[config.mk]
export PLATFORM = sky130hd
export DESIGN_NAME = uart_tx
export DESIGN_NICKNAME = d
export VERILOG_FILES = /design/src/rtl/uart_pkg.sv /design/src/rtl/uart_baud_gen.sv /design/src/rtl/uart_tx.sv
export SDC_FILE = /design/constraint.sdc
export NUM_CORES = 1
export LEC_CHECK = 0
export ABC_AREA = 1
export CORE_MARGIN = 4
export CORE_UTILIZATION = 60
export CTS_CLUSTER_DIAMETER = 40
export CTS_CLUSTER_SIZE = 16
export DETAILED_ROUTE_END_ITERATION = 7
export PLACE_DENSITY_LB_ADDON = 0.05
export SYNTH_ARGS = -nofsm -noshare
export SYNTH_HDL_FRONTEND = slang
export SYNTH_SLANG_ARGS = --single-unit
[constraint.sdc]
create_clock -name clk -period 4.25 [get_ports clk]
set_input_delay 0.85 -clock clk [delete_from_list [all_inputs] [get_ports clk]]
set_output_delay 0.85 -clock clk [all_outputs]
set_load 0.01 [all_outputs]
[src/rtl/uart_pkg.sv]
// Shared UART definitions: transmitter state encoding, data width and a
// helper that sizes the baud counter from the bit period.
package uart_pkg;

  localparam int DATA_BITS = 8;

  typedef enum logic [2:0] {
    IDLE,
    START,
    DATA,
    PARITY,
    STOP
  } tx_state_e;

  // Counter width holding 0..clks-1; never narrower than one bit.
  function automatic int baud_cnt_w(input int clks);
    return (clks <= 2) ? 1 : $clog2(clks);
  endfunction

endpackage

[src/rtl/uart_baud_gen.sv]
// Bit-period timer: counts 0..CLKS_PER_BIT-1 while enabled and strobes bit_end
// on the last cycle of each bit. Shared by the transmitter and receiver.
module uart_baud_gen
  import uart_pkg::*;
#(
  parameter int CLKS_PER_BIT = 434
) (
  input  logic clk,
  input  logic rst,
  input  logic en,
  input  logic clr,
  output logic bit_end
);

  localparam int CW = baud_cnt_w(CLKS_PER_BIT);
  localparam logic [CW-1:0] LAST = CW'(CLKS_PER_BIT - 1);

  logic [CW-1:0] cnt_q, cnt_d;

  assign bit_end = en && (cnt_q == LAST);

  // Wrapping on bit_end restarts the count for the next bit.
  always_comb begin
    cnt_d = cnt_q;
    if (clr || !en || bit_end) cnt_d = '0;
    else                       cnt_d = cnt_q + CW'(1);
  end

  always_ff @(posedge clk) begin
    if (rst) cnt_q <= '0;
    else     cnt_q <= cnt_d;
  end

endmodule

[src/rtl/uart_tx.sv]
// UART transmitter: one byte per handshake, LSB first, 1 or 2 stop bits.
// Define UART_TX_PARITY_EN to insert a parity bit after the data bits.
module uart_tx
  import uart_pkg::*;
#(
  parameter int CLKS_PER_BIT = 434,
  parameter int STOP_BITS    = 1,
  parameter int PARITY_ODD   = 0
) (
  input  logic       clk,
  input  logic       rst,
  input  logic [7:0] tx_data,
  input  logic       tx_data_valid,
  output logic       uart_tx_busy,
  output logic       uart_tx_done,
  output logic       txd
);

  if (CLKS_PER_BIT < 2 || CLKS_PER_BIT > 65535) begin : g_bad_clks
    $error("uart_tx: CLKS_PER_BIT out of range");
  end
  if (STOP_BITS != 1 && STOP_BITS != 2) begin : g_bad_stop
    $error("uart_tx: STOP_BITS must be 1 or 2");
  end
  if (PARITY_ODD != 0 && PARITY_ODD != 1) begin : g_bad_par
    $error("uart_tx: PARITY_ODD must be 0 or 1");
  end

  localparam logic [2:0] LAST_DATA = 3'(DATA_BITS - 1);
  localparam logic       LAST_STOP = 1'(STOP_BITS - 1);

  tx_state_e  state_q, state_d;
  logic [7:0] shift_q, shift_d;
  logic [2:0] bit_cnt_q, bit_cnt_d;
  logic       stop_cnt_q, stop_cnt_d;
  logic       txd_q, txd_d;
  logic       busy_q, busy_d;
  logic       done_q, done_d;
  logic       accept, bit_end;

`ifdef UART_TX_PARITY_EN
  logic parity_q, parity_d;
`endif

  assign accept = (state_q == IDLE) && tx_data_valid;

  uart_baud_gen #(.CLKS_PER_BIT(CLKS_PER_BIT)) u_baud (
    .clk     (clk),
    .rst     (rst),
    .en      (busy_q),
    .clr     (accept),
    .bit_end (bit_end)
  );

  always_comb begin
    state_d    = state_q;
    shift_d    = shift_q;
    bit_cnt_d  = bit_cnt_q;
    stop_cnt_d = stop_cnt_q;
    txd_d      = txd_q;
    busy_d     = busy_q;
    done_d     = 1'b0;
`ifdef UART_TX_PARITY_EN
    parity_d   = parity_q;
`endif
    case (state_q)
      IDLE: begin
        txd_d  = 1'b1;
        busy_d = 1'b0;
        if (accept) begin
          shift_d    = tx_data;
          bit_cnt_d  = '0;
          stop_cnt_d = 1'b0;
          state_d    = START;
          txd_d      = 1'b0;
          busy_d     = 1'b1;
`ifdef UART_TX_PARITY_EN
          parity_d   = ^tx_data ^ 1'(PARITY_ODD);
`endif
        end
      end
      START: if (bit_end) begin
        state_d = DATA;
        txd_d   = shift_q[0];
      end
      DATA: if (bit_end) begin
        if (bit_cnt_q == LAST_DATA) begin
`ifdef UART_TX_PARITY_EN
          state_d = PARITY;
          txd_d   = parity_q;
`else
          state_d = STOP;
          txd_d   = 1'b1;
`endif
        end else begin
          bit_cnt_d = bit_cnt_q + 3'd1;
          shift_d   = shift_q >> 1;
          txd_d     = shift_q[1];
        end
      end
`ifdef UART_TX_PARITY_EN
      PARITY: if (bit_end) begin
        state_d = STOP;
        txd_d   = 1'b1;
      end
`endif
      STOP: if (bit_end) begin
        if (stop_cnt_q == LAST_STOP) begin
          state_d = IDLE;
          busy_d  = 1'b0;
          done_d  = 1'b1;
        end else begin
          stop_cnt_d = stop_cnt_q + 1'b1;
        end
        txd_d = 1'b1;
      end
      default: begin
        state_d = IDLE;
        txd_d   = 1'b1;
        busy_d  = 1'b0;
      end
    endcase
  end

  always_ff @(posedge clk) begin
    if (rst) begin
      state_q    <= IDLE;
      shift_q    <= '0;
      bit_cnt_q  <= '0;
      stop_cnt_q <= 1'b0;
      txd_q      <= 1'b1;
      busy_q     <= 1'b0;
      done_q     <= 1'b0;
`ifdef UART_TX_PARITY_EN
      parity_q   <= 1'b0;
`endif
    end else begin
      state_q    <= state_d;
      shift_q    <= shift_d;
      bit_cnt_q  <= bit_cnt_d;
      stop_cnt_q <= stop_cnt_d;
      txd_q      <= txd_d;
      busy_q     <= busy_d;
      done_q     <= done_d;
`ifdef UART_TX_PARITY_EN
      parity_q   <= parity_d;
`endif
    end
  end

  assign txd          = txd_q;
  assign uart_tx_busy = busy_q;
  assign uart_tx_done = done_q;

endmodule
==> impl_metrics.tcl <==
set metrics [dict create \
    status "finished, final reports clean" \
    syn_nets 223 \
    crit_path_start_kind "flop" \
    die_w_um 56.7 \
    synth_edf_count 0 \
    timing.slew.headroom_pct 40.9 \
    worstSetupPathType "flop to output port" \
    synth_top_area_share_pct 36.6 \
    regArea_um2 520 \
    htreeDepth 1 \
    fillCellCount 190 \
    post_cts_resized 0 \
    route.detailed.drc 0 \
    fmaxAchievable_mhz 449 \
    critPathMaxStageDelay_ps 590 \
    layout_commonest_cell "nand2_1" \
    place_hpwl_um 1990 \
    ys_top_cells_by_area "dfxtp_1 (37%), nand2_1 (15%), nand3_1 (6.7%), nor2_1 (6.6%), a21oi_1 (6.0%)" \
    fin_nets 234 \
    p_sw_mw 0.171 \
    final_cells 246 \
    period_share_pct 52.4 \
    grt_pass1_wl_um 4900 \
    final_layout_size_suffix_gt1_share_pct 8.26 \
    post-cts-setup-buffer-count 0 \
    async_flop_share_pct 0 \
    report.final.slew_viol_count 0 \
    area_growth_pct 10.3 \
    ctsHoldBuffers 0 \
    drtPass1Iterations 4 \
    setup_viol 0 \
    cp-end-kind "output port" \
    wl_um 2730 \
    worstSkewPairLatency_ps 320 \
    antenna_found_initial 0 \
    ioPinCount 14 \
    synth_area_leader_cell "dfxtp_1" \
    hold_class "flop to flop" \
    netSwitchingFraction_pct 31.2 \
    cts.reportedPaths.clkPinSlew_ps 140 \
    crit_buf_inv 1 \
    clkPwrFrac_pct 22.7 \
    grt_max_degree 23 \
    clk_path_buf_depth 2 \
    power.density_nw_per_um2 349 \
    gp_congestion 0.816 \
    worstPathRequired_ps 3400 \
    crit_fanout 6 \
    tritoncts "built" \
    grt_use_total_pct 18.3 \
    synth.yosys.warnings 0 \
    core_area_um2 2230 \
    final_util_pct 70.3 \
    cts-buffers-inserted 3 \
    multiInputGateArea_um2 757 \
    reg2reg_depth 8 \
    worst_slew_pin_slew_ps 886 \
    post-route-min-period_ps 2230 \
    die_area_um2 3210 \
    path_cells "clkdlybuf4s50_1" \
    rsz0062_at_grt "false" \
    initial_core_util_pct 63.7 \
    hold_violations 0 \
    ys_seq_area_share_pct 36.6 \
    pre_cts_ws_ps 1730 \
    comb_power_share_pct 25.3 \
    synth_ff_type "dfxtp_1" \
    cts_root_buf "clkbuf_4" \
    antenna_left 0 \
    synth.distinct_cells 28 \
    worstPathArrival_ps 1380 \
    grt_pass1_vias 1169 \
    fp-row-count 17 \
    synth_cells 208 \
    dieHeight_um 56.7 \
    ys_ff_latch 26 \
    cp_slowest_cell "clkdlybuf4s50_1" \
    avgRoutedWirePerCell_um 11.1 \
    n_antenna_cell 0 \
    worstSetupPathDepth 1 \
    intPower_mw 0.377 \
    tns_ps 0 \
    ir_worst_vdd_mv 0.267 \
    portBuffers 13 \
    drt_iter0_drc 66 \
    final_cell_mix "nand2_1 (55), dfxtp_1 (26), nor2_1 (25)" \
    worst_slack_ps 2020 \
    clkSinkCount 26 \
    synth_area_um2 1420 \
    via_per_inst 5.20 \
    avgSynthCellArea_um2 6.84 \
    seq_power_share_pct 52.1 \
    path_delay_family "buffers and inverters" \
    skew_ps 3.27 \
    worstHoldPathCells 1 \
    dr_total_vias 1280 \
    gr-total-overflow 0 \
    post-place-cells 242 \
    cap_violations 0 \
    total_power_mw 0.548 \
    leakage_nw 0.693 \
]
## metrics by stage
step / hold slack [ps] / cell area [µm²]
6_report: 489 / 1570
5_1_grt: 516 / 1570
4_1_cts: 489 / 1570
3_5_place_dp: 458 / 1530
3_3_place_gp: 446 / 1530
2_1_floorplan: 433 / 1420
## cell usage after synthesis (3+ instances only)
| cell | number |
|---|---|
| nand2_1 | 55 |
| dfxtp_1 | 26 |
| nor2_1 | 25 |
| inv_1 | 22 |
| nand3_1 | 19 |
| a21oi_1 | 17 |
| nor3_1 | 6 |
| ha_1 | 4 |
| xor2_1 | 4 |
| buf_6 | 3 |
| nand4_1 | 3 |
## path summary, 6_finish.rpt
| path | to | start | slack (ps) |
|---|---|---|---|
| setup / recovery | uart_tx_busy | uart_tx_busy | 2020 |
| hold / removal | u_baud.cnt_q[0] | u_baud.cnt_q[0] | 490 |
| setup reg to reg | bit_cnt_q[0] | bit_cnt_q[0] | 2250 |
| hold reg to reg | u_baud.cnt_q[0] | u_baud.cnt_q[0] | 490 |
## layout make-up
type	count	area share, %
Timing Repair Buffer	13	8.29
Multi-Input combinational cell	151	48.2
Inverter	24	5.74
Clock buffer	4	2.31
Sequential cell	26	33.2
Tap cell	28	2.23
## per-layer routing
metal | wire length [µm] | global-route usage, % | vias to the layer above
met3 | 81 | 2.99 | 6
met2 | 1290 | 29.7 | 18
li1 | - | - | 682
met4 | 35 | 6.10 | 0
met5 | 0 | 0 | -
met1 | 1320 | 24.5 | 574
## registers in the layout, summed over array words and instances (netlist names)
name          cells
u_baud.cnt_q      9
shift_q           8
bit_cnt_q         3
state_q           3
txd               1
uart_tx_busy      1
uart_tx_done      1
## kinds of logic (layout without fill, tap and decap cells)
kind of cell / after synthesis / after routing / synth area share [%]
compound gates: 22 / 22 / 8.00
xor+xnor: 4 / 4 / 2.46
fa+ha+maj: 4 / 4 / 3.52
buf+inv: 31 / 41 / 10.2
flops: 26 / 26 / 36.6
simple gates: 121 / 121 / 39.2
## power groups by stage
| stage | Clock (mW) | Sequential [mW] | Combinational, mW |
|---|---|---|---|
| floorplan | 0 | 0.289 | 0.112 |
| global route | 0.138 | 0.289 | 0.161 |
| detailed placement | 0 | 0.291 | 0.138 |
| global placement | 0 | 0.290 | 0.132 |
| CTS | 0.128 | 0.285 | 0.139 |
| finish | 0.124 | 0.286 | 0.138 |
Power figures use the tool's default switching activity.
